`config.mk`:
```
export PLATFORM = sky130hd
export DESIGN_NAME = ising_sweep_ctrl
export DESIGN_NICKNAME = d
export VERILOG_FILES = /design/src/rtl/ising_sweep_ctrl.sv
export SDC_FILE = /design/constraint.sdc
export NUM_CORES = 1
export LEC_CHECK = 0
export ABC_AREA = 1
export BUFFER_PORTS_ARGS = -buffer_cell sky130_fd_sc_hd__buf_2
export CAP_MARGIN = 10
export CORE_MARGIN = 2
export CORE_UTILIZATION = 40
export DETAILED_ROUTE_END_ITERATION = 12
export SLEW_MARGIN = 5
export SYNTH_ARGS = -nofsm -noshare
export SYNTH_HDL_FRONTEND = slang
export SYNTH_SLANG_ARGS = --single-unit
```
`constraint.sdc`:
```
create_clock -name clk -period 2.1 [get_ports clk]
set_input_delay 0.42 -clock clk [delete_from_list [all_inputs] [get_ports clk]]
set_output_delay 0.42 -clock clk [all_outputs]
set_load 0.02 [all_outputs]
```
`src/rtl/ising_sweep_ctrl.sv`:
```
// Sweep sequencer for the 32x32 checkerboard Ising lattice: seed load, colour phases, commits, measurement.
// Optional annealing temperature stepping is compiled in with `define ISING_ANNEAL_EN.
module ising_sweep_ctrl #(
   parameter int unsigned N_SWEEPS     = 1000,
   parameter int unsigned MEAS_EVERY   = 2,
   parameter int unsigned PHASE_CYCLES = 1,
   parameter int unsigned ANNEAL_EVERY = 100
) (
   input  logic        clk,
   input  logic        reset,
   input  logic        start,
   input  logic        abort,
   output logic        seed_ld,
   output logic        en_white,
   output logic        en_grey,
   output logic        lattice_we,
   output logic        meas_start,
   input  logic        meas_done,
   output logic        busy,
   output logic        done,
   output logic [15:0] sweep_cnt,
   output logic [3:0]  temp_idx
);

   typedef enum logic [2:0] {
      IDLE, SEED, WHITE, WCOMMIT, GREY, GCOMMIT, MEAS, DONE
   } state_t;

   localparam logic [15:0] N_SW     = 16'(N_SWEEPS);
   localparam bit          MEAS_ON  = (MEAS_EVERY != 0);
   localparam logic [15:0] MEAS_DIV = MEAS_ON ? 16'(MEAS_EVERY) : 16'd1;
   localparam logic [7:0]  PH_LAST  = 8'(PHASE_CYCLES - 1);

   state_t      state, next;
   logic [7:0]  phase_cnt;
   logic        meas_first;
   logic [15:0] n_next;
   logic        phase_last;

   assign n_next     = sweep_cnt + 16'd1;
   assign phase_last = (phase_cnt == PH_LAST);

   always_comb begin
      next       = state;
      seed_ld    = 1'b0;
      en_white   = 1'b0;
      en_grey    = 1'b0;
      lattice_we = 1'b0;
      meas_start = 1'b0;
      busy       = (state != IDLE);
      done       = 1'b0;
      case (state)
         IDLE:    if (start && !abort) next = SEED;
         SEED: begin
            seed_ld = 1'b1;
            next    = (N_SW == 16'd0) ? DONE : WHITE;
         end
         WHITE: begin
            en_white = 1'b1;
            if (phase_last) next = WCOMMIT;
         end
         WCOMMIT: begin
            en_white   = 1'b1;
            lattice_we = 1'b1;
            next       = GREY;
         end
         GREY: begin
            en_grey = 1'b1;
            if (phase_last) next = GCOMMIT;
         end
         GCOMMIT: begin
            en_grey    = 1'b1;
            lattice_we = 1'b1;
            if (MEAS_ON && ((n_next % MEAS_DIV) == 16'd0)) next = MEAS;
            else if (n_next == N_SW)                       next = DONE;
            else                                           next = WHITE;
         end
         MEAS: begin
            // meas_done is only honoured after the pulse cycle, so a stale level cannot end the wait early
            meas_start = meas_first;
            if (!meas_first && meas_done) next = (sweep_cnt == N_SW) ? DONE : WHITE;
         end
         DONE: begin
            done = 1'b1;
            next = IDLE;
         end
         default: next = IDLE;
      endcase
      if (abort && state != IDLE) next = IDLE;
   end

   always_ff @(posedge clk or posedge reset) begin
      if (reset) begin
         state      <= IDLE;
         phase_cnt  <= 8'd0;
         meas_first <= 1'b0;
         sweep_cnt  <= 16'd0;
      end else begin
         state      <= next;
         meas_first <= (next == MEAS) && (state != MEAS);
         if ((state == WHITE || state == GREY) && next == state)
            phase_cnt <= phase_cnt + 8'd1;
         else
            phase_cnt <= 8'd0;
         if (state == IDLE && next == SEED)
            sweep_cnt <= 16'd0;
         else if (state == GCOMMIT && !abort)
            sweep_cnt <= n_next;
      end
   end

`ifdef ISING_ANNEAL_EN
   localparam logic [15:0] ANN_DIV = 16'(ANNEAL_EVERY);
   logic [3:0] temp_q;

   always_ff @(posedge clk or posedge reset) begin
      if (reset)
         temp_q <= 4'd0;
      else if (state == IDLE && next == SEED)
         temp_q <= 4'd0;
      else if (state == GCOMMIT && !abort && (n_next % ANN_DIV) == 16'd0 && temp_q != 4'd15)
         temp_q <= temp_q + 4'd1;
   end

   assign temp_idx = temp_q;
`else
   logic [15:0] unused_anneal;
   assign unused_anneal = 16'(ANNEAL_EVERY);
   assign temp_idx      = 4'd0;
`endif

endmodule

```
==> out/summary.md <==
The worst setup slack for register-to-register paths was -0.06 ns; the global-route wire length before repair was 8956 um. The logs give 0 for the number of antenna violations at the first check in global routing and 1 for the total number of H-tree levels. The count of yosys warnings during synthesis is 0, and the number of detailed-routing iterations run before antenna repair is 4. Once the floorplan was initialized, standard cells occupied 41.87% of the core. After synthesis, flip-flops and latches occupy 35.20% of the total area.

The post-layout minimum cycle time was 2.158 ns; the detailed-route vias per instance was 4.809. The tools report the kind of launch point of the worst setup path as a flop. The tools report the cell chosen for the clock root as sky130_fd_sc_hd__clkbuf_8. In the synthesized netlist the dominant register cell turns out to be sky130_fd_sc_hd__dfrtp_1. The post-route clock skew is 0.004566 ns. In the layout the commonest cells are sky130_fd_sc_hd__nand2_1, sky130_fd_sc_hd__buf_4, sky130_fd_sc_hd__inv_1, sky130_fd_sc_hd__nand3_1, sky130_fd_sc_hd__buf_2. In the synthesized netlist the async set-or-reset flop fraction comes to 100.0%. At the worst endpoint, the required time is 2.29 ns. The overall die area is 5557 um2, and the share of layout cells above drive strength 1 is 34.01%.

The detailed router finished its first iteration with 78 violations. The synthesized netlist contains 31 unique library cells. The tools report the post-synthesis cell count as 280.

The per-cell routed wire length is 12.64 um, and the final worst-path cycle share is 102.8%. Summed over all cells, the static leakage comes to 1.292 nW. Registers take 706.9 um2. Global routing used 21.01% of the available tracks. The run gives 1903 as the number of global-route vias before repair. The floorplan has 25 rows.

The post-DP HPWL was 3671 um. The tree built by TritonCTS fans out to 28 sinks. The tools report the count of endpoints failing hold in the final timing report as 0. Measured along the y axis, the die boundary spans 74.55 um. Across the VDD grid, the largest voltage drop is 356.6 uV.

The worst register-to-register path ends at sweep_cnt[3]. The tools report the total CTS buffers as 3. The mapped netlist covers 1991 um2. The most common cell after layout, fill and taps aside is sky130_fd_sc_hd__nand2_1. Pin placement for this block handled 32 I/O pins.

At the end of the flow, the number of nets in the layout was 358. The launch point of the worst reg-to-reg path was sweep_cnt[1]. After clock tree synthesis, the clock-pin slew on the worst setup and hold paths is 0.10 ns. The layout overhead on the synthesized area was 33.69%; the number of buffers on the longest clock path was 2.

The total area of multi-input combinational cells came out at 1229 um2. The maximum net fanout on the critical path is 6. The tools report the element type at the critical path end as a flop. The die width was 74.55 um. Power spread over the standard cell area amounts to 619.8 nW/um2.

The run gives 0.1836 ns as the post-route worst hold slack. For the number of antenna diodes, the log shows 0. Count of unresolved DRC violations after routing: 0. Type of the tightest min-delay check: primary input to asynchronous set/reset pin. Prior to clock tree synthesis, the placed netlist has a worst setup slack of -0.08450 ns. After synthesis the netlist holds a flip-flop and latch count of 28. The tools report the data arrival time of the critical path as 2.34 ns.

The number of cells in the design after placement was 397. The max-slew violation total from the final report was 0; the total detailed-routing wirelength was 5232 um. The mean instance size in the synthesized netlist is 7.109 um2.

Routability-driven placement finished with a final weighted congestion of 0.8836. TritonCTS built the clock tree. The final count of negative-setup-slack endpoints is 24.

The tools report the number of fillers in the final layout as 441. The clock reaches the later pin of the worst-skew pair after 0.28 ns. The final worst slack is -0.05839 ns.

Counting cells, the worst reg-to-reg path comes to 14. Count of antenna-violating nets left after detailed routing: 0. Across the run, the number of max-cap violations was 0.

Static timing analysis puts the maximum clock frequency at 0.4633 GHz. The final reports fail on setup timing. The run finished, with violations left.

The final cell count without fillers was 414; the total core area was 4755 um2. The critical path is of the flop to flop type. Entering global routing, the biggest net connects 29 pins. Setup repair after global routing could not meet its margin everywhere.

The total vias in the final route was 1991. The number of port buffers is 27. In this run, synthesis inferred 0 flip-flops with an integrated enable.

Summed over all layers, the global routing overflow is 0.
-- synth_stat cells (4+ instances only) --
cell	instances	area [um2]
sky130_fd_sc_hd__nand4_1	7	43.79
sky130_fd_sc_hd__dfrtp_1	28	700.7
sky130_fd_sc_hd__nand3_1	29	145.1
sky130_fd_sc_hd__inv_1	31	116.4
sky130_fd_sc_hd__nor3_1	5	25.02
sky130_fd_sc_hd__buf_4	4	30.03
sky130_fd_sc_hd__nor2_2	6	37.54
sky130_fd_sc_hd__nor2_1	29	108.9
sky130_fd_sc_hd__xor2_1	4	35.03
sky130_fd_sc_hd__nand2_1	85	319.1
sky130_fd_sc_hd__nor2_4	4	45.04
sky130_fd_sc_hd__ha_1	5	62.56
sky130_fd_sc_hd__nand3_2	12	120.1
-- kinds of logic after synthesis --
| group | count (synthesis) | synth area share, % |
|---|---|---|
| compound gates | 10 | 3.205 |
| buf+inv | 42 | 9.176 |
| xor+xnor | 7 | 3.080 |
| fa+ha+maj | 5 | 3.143 |
| simple gates | 187 | 46.01 |
| flops | 28 | 35.20 |
| other cells | 1 | 0.1884 |
-- per-stage QoR --
stage / cell area [um2] / power [mW] / TNS (ns) / utilization, %
3_5_place_dp: 2395 / 1.128 / -1.112 / 50.37
3_3_place_gp: 2395 / 1.130 / -0.3623 / 50.37
2_1_floorplan: 2017 / 0.9640 / 0 / -
6_report: 2661 / 1.650 / -1.094 / 55.97
4_1_cts: 2606 / 1.657 / 0 / 54.82
5_1_grt: 2661 / 1.747 / -4.391 / 55.97
-- final cells by class --
type	instances	share of cell area [%]
multi-input combinational	215	46.17
sequential	28	26.56
timing repair buffer	67	17.40
inverter	33	4.654
tap	67	3.150
clock buffer	4	2.069
-- worst max-delay path, stage by stage, from the launching register on --
cell	delay, ns
sky130_fd_sc_hd__dfrtp_2	0.45
sky130_fd_sc_hd__ha_4	0.18
sky130_fd_sc_hd__nand3_4	0.10
sky130_fd_sc_hd__nor2_4	0.16
sky130_fd_sc_hd__buf_6	0.11
sky130_fd_sc_hd__nand4_1	0.08
sky130_fd_sc_hd__nand2_1	0.10
sky130_fd_sc_hd__nand3_1	0.09
sky130_fd_sc_hd__nor2_2	0.15
sky130_fd_sc_hd__nand3_2	0.12
sky130_fd_sc_hd__a21oi_4	0.18
sky130_fd_sc_hd__buf_12	0.14
sky130_fd_sc_hd__nand2_4	0.08
sky130_fd_sc_hd__nand3_1	0.08
sky130_fd_sc_hd__nand2_1	0.05
-- routing by layer --
layer  vias up  GRT usage [%]  share of wire (%)
li1       1020              -                  -
met3        15          2.439                2.8
met4         0          9.524                3.5
met1       913          28.42                 48
met2        43          33.73                 46
met5         -              0                  0
-- report_power, final --
| part | switching, mW | total [mW] | internal, mW | leakage [nW] |
|---|---|---|---|---|
| Combinational | 0.433 | 0.684 | 0.251 | 0.883 |
| Clock | 0.179 | 0.348 | 0.168 | 0.0288 |
| Sequential | 0.0457 | 0.618 | 0.572 | 0.380 |
-- flip-flops by register name, indices dropped and copies added (netlist names) --
| signal | cells |
|---|---|
| phase_cnt | 8 |
| meas_first | 1 |
| sweep_cnt | 16 |
| state | 3 |
-- how the worst max path moves through the flow --
stage               slack (ns)           end  depth (start not counted)          from
floorplan                0.006  sweep_cnt[3]                         15  sweep_cnt[0]
global placement         -0.04  sweep_cnt[0]                         11  sweep_cnt[2]
finish                   -0.06  sweep_cnt[3]                         14  sweep_cnt[1]
global route             -0.20  sweep_cnt[8]                         14  sweep_cnt[1]
CTS                      0.009  sweep_cnt[5]                         15  sweep_cnt[1]
detailed placement       -0.08  sweep_cnt[5]                         13  sweep_cnt[2]
-- repair_timing --
item	CTS	global route
cloned	2	0
buffers inserted	7	4
pin swaps	9	3
hold buffers	0	0
gates resized for setup	17	9
setup endpoints to repair	24	24
Note: power is estimated with default switching activity, not from simulation.
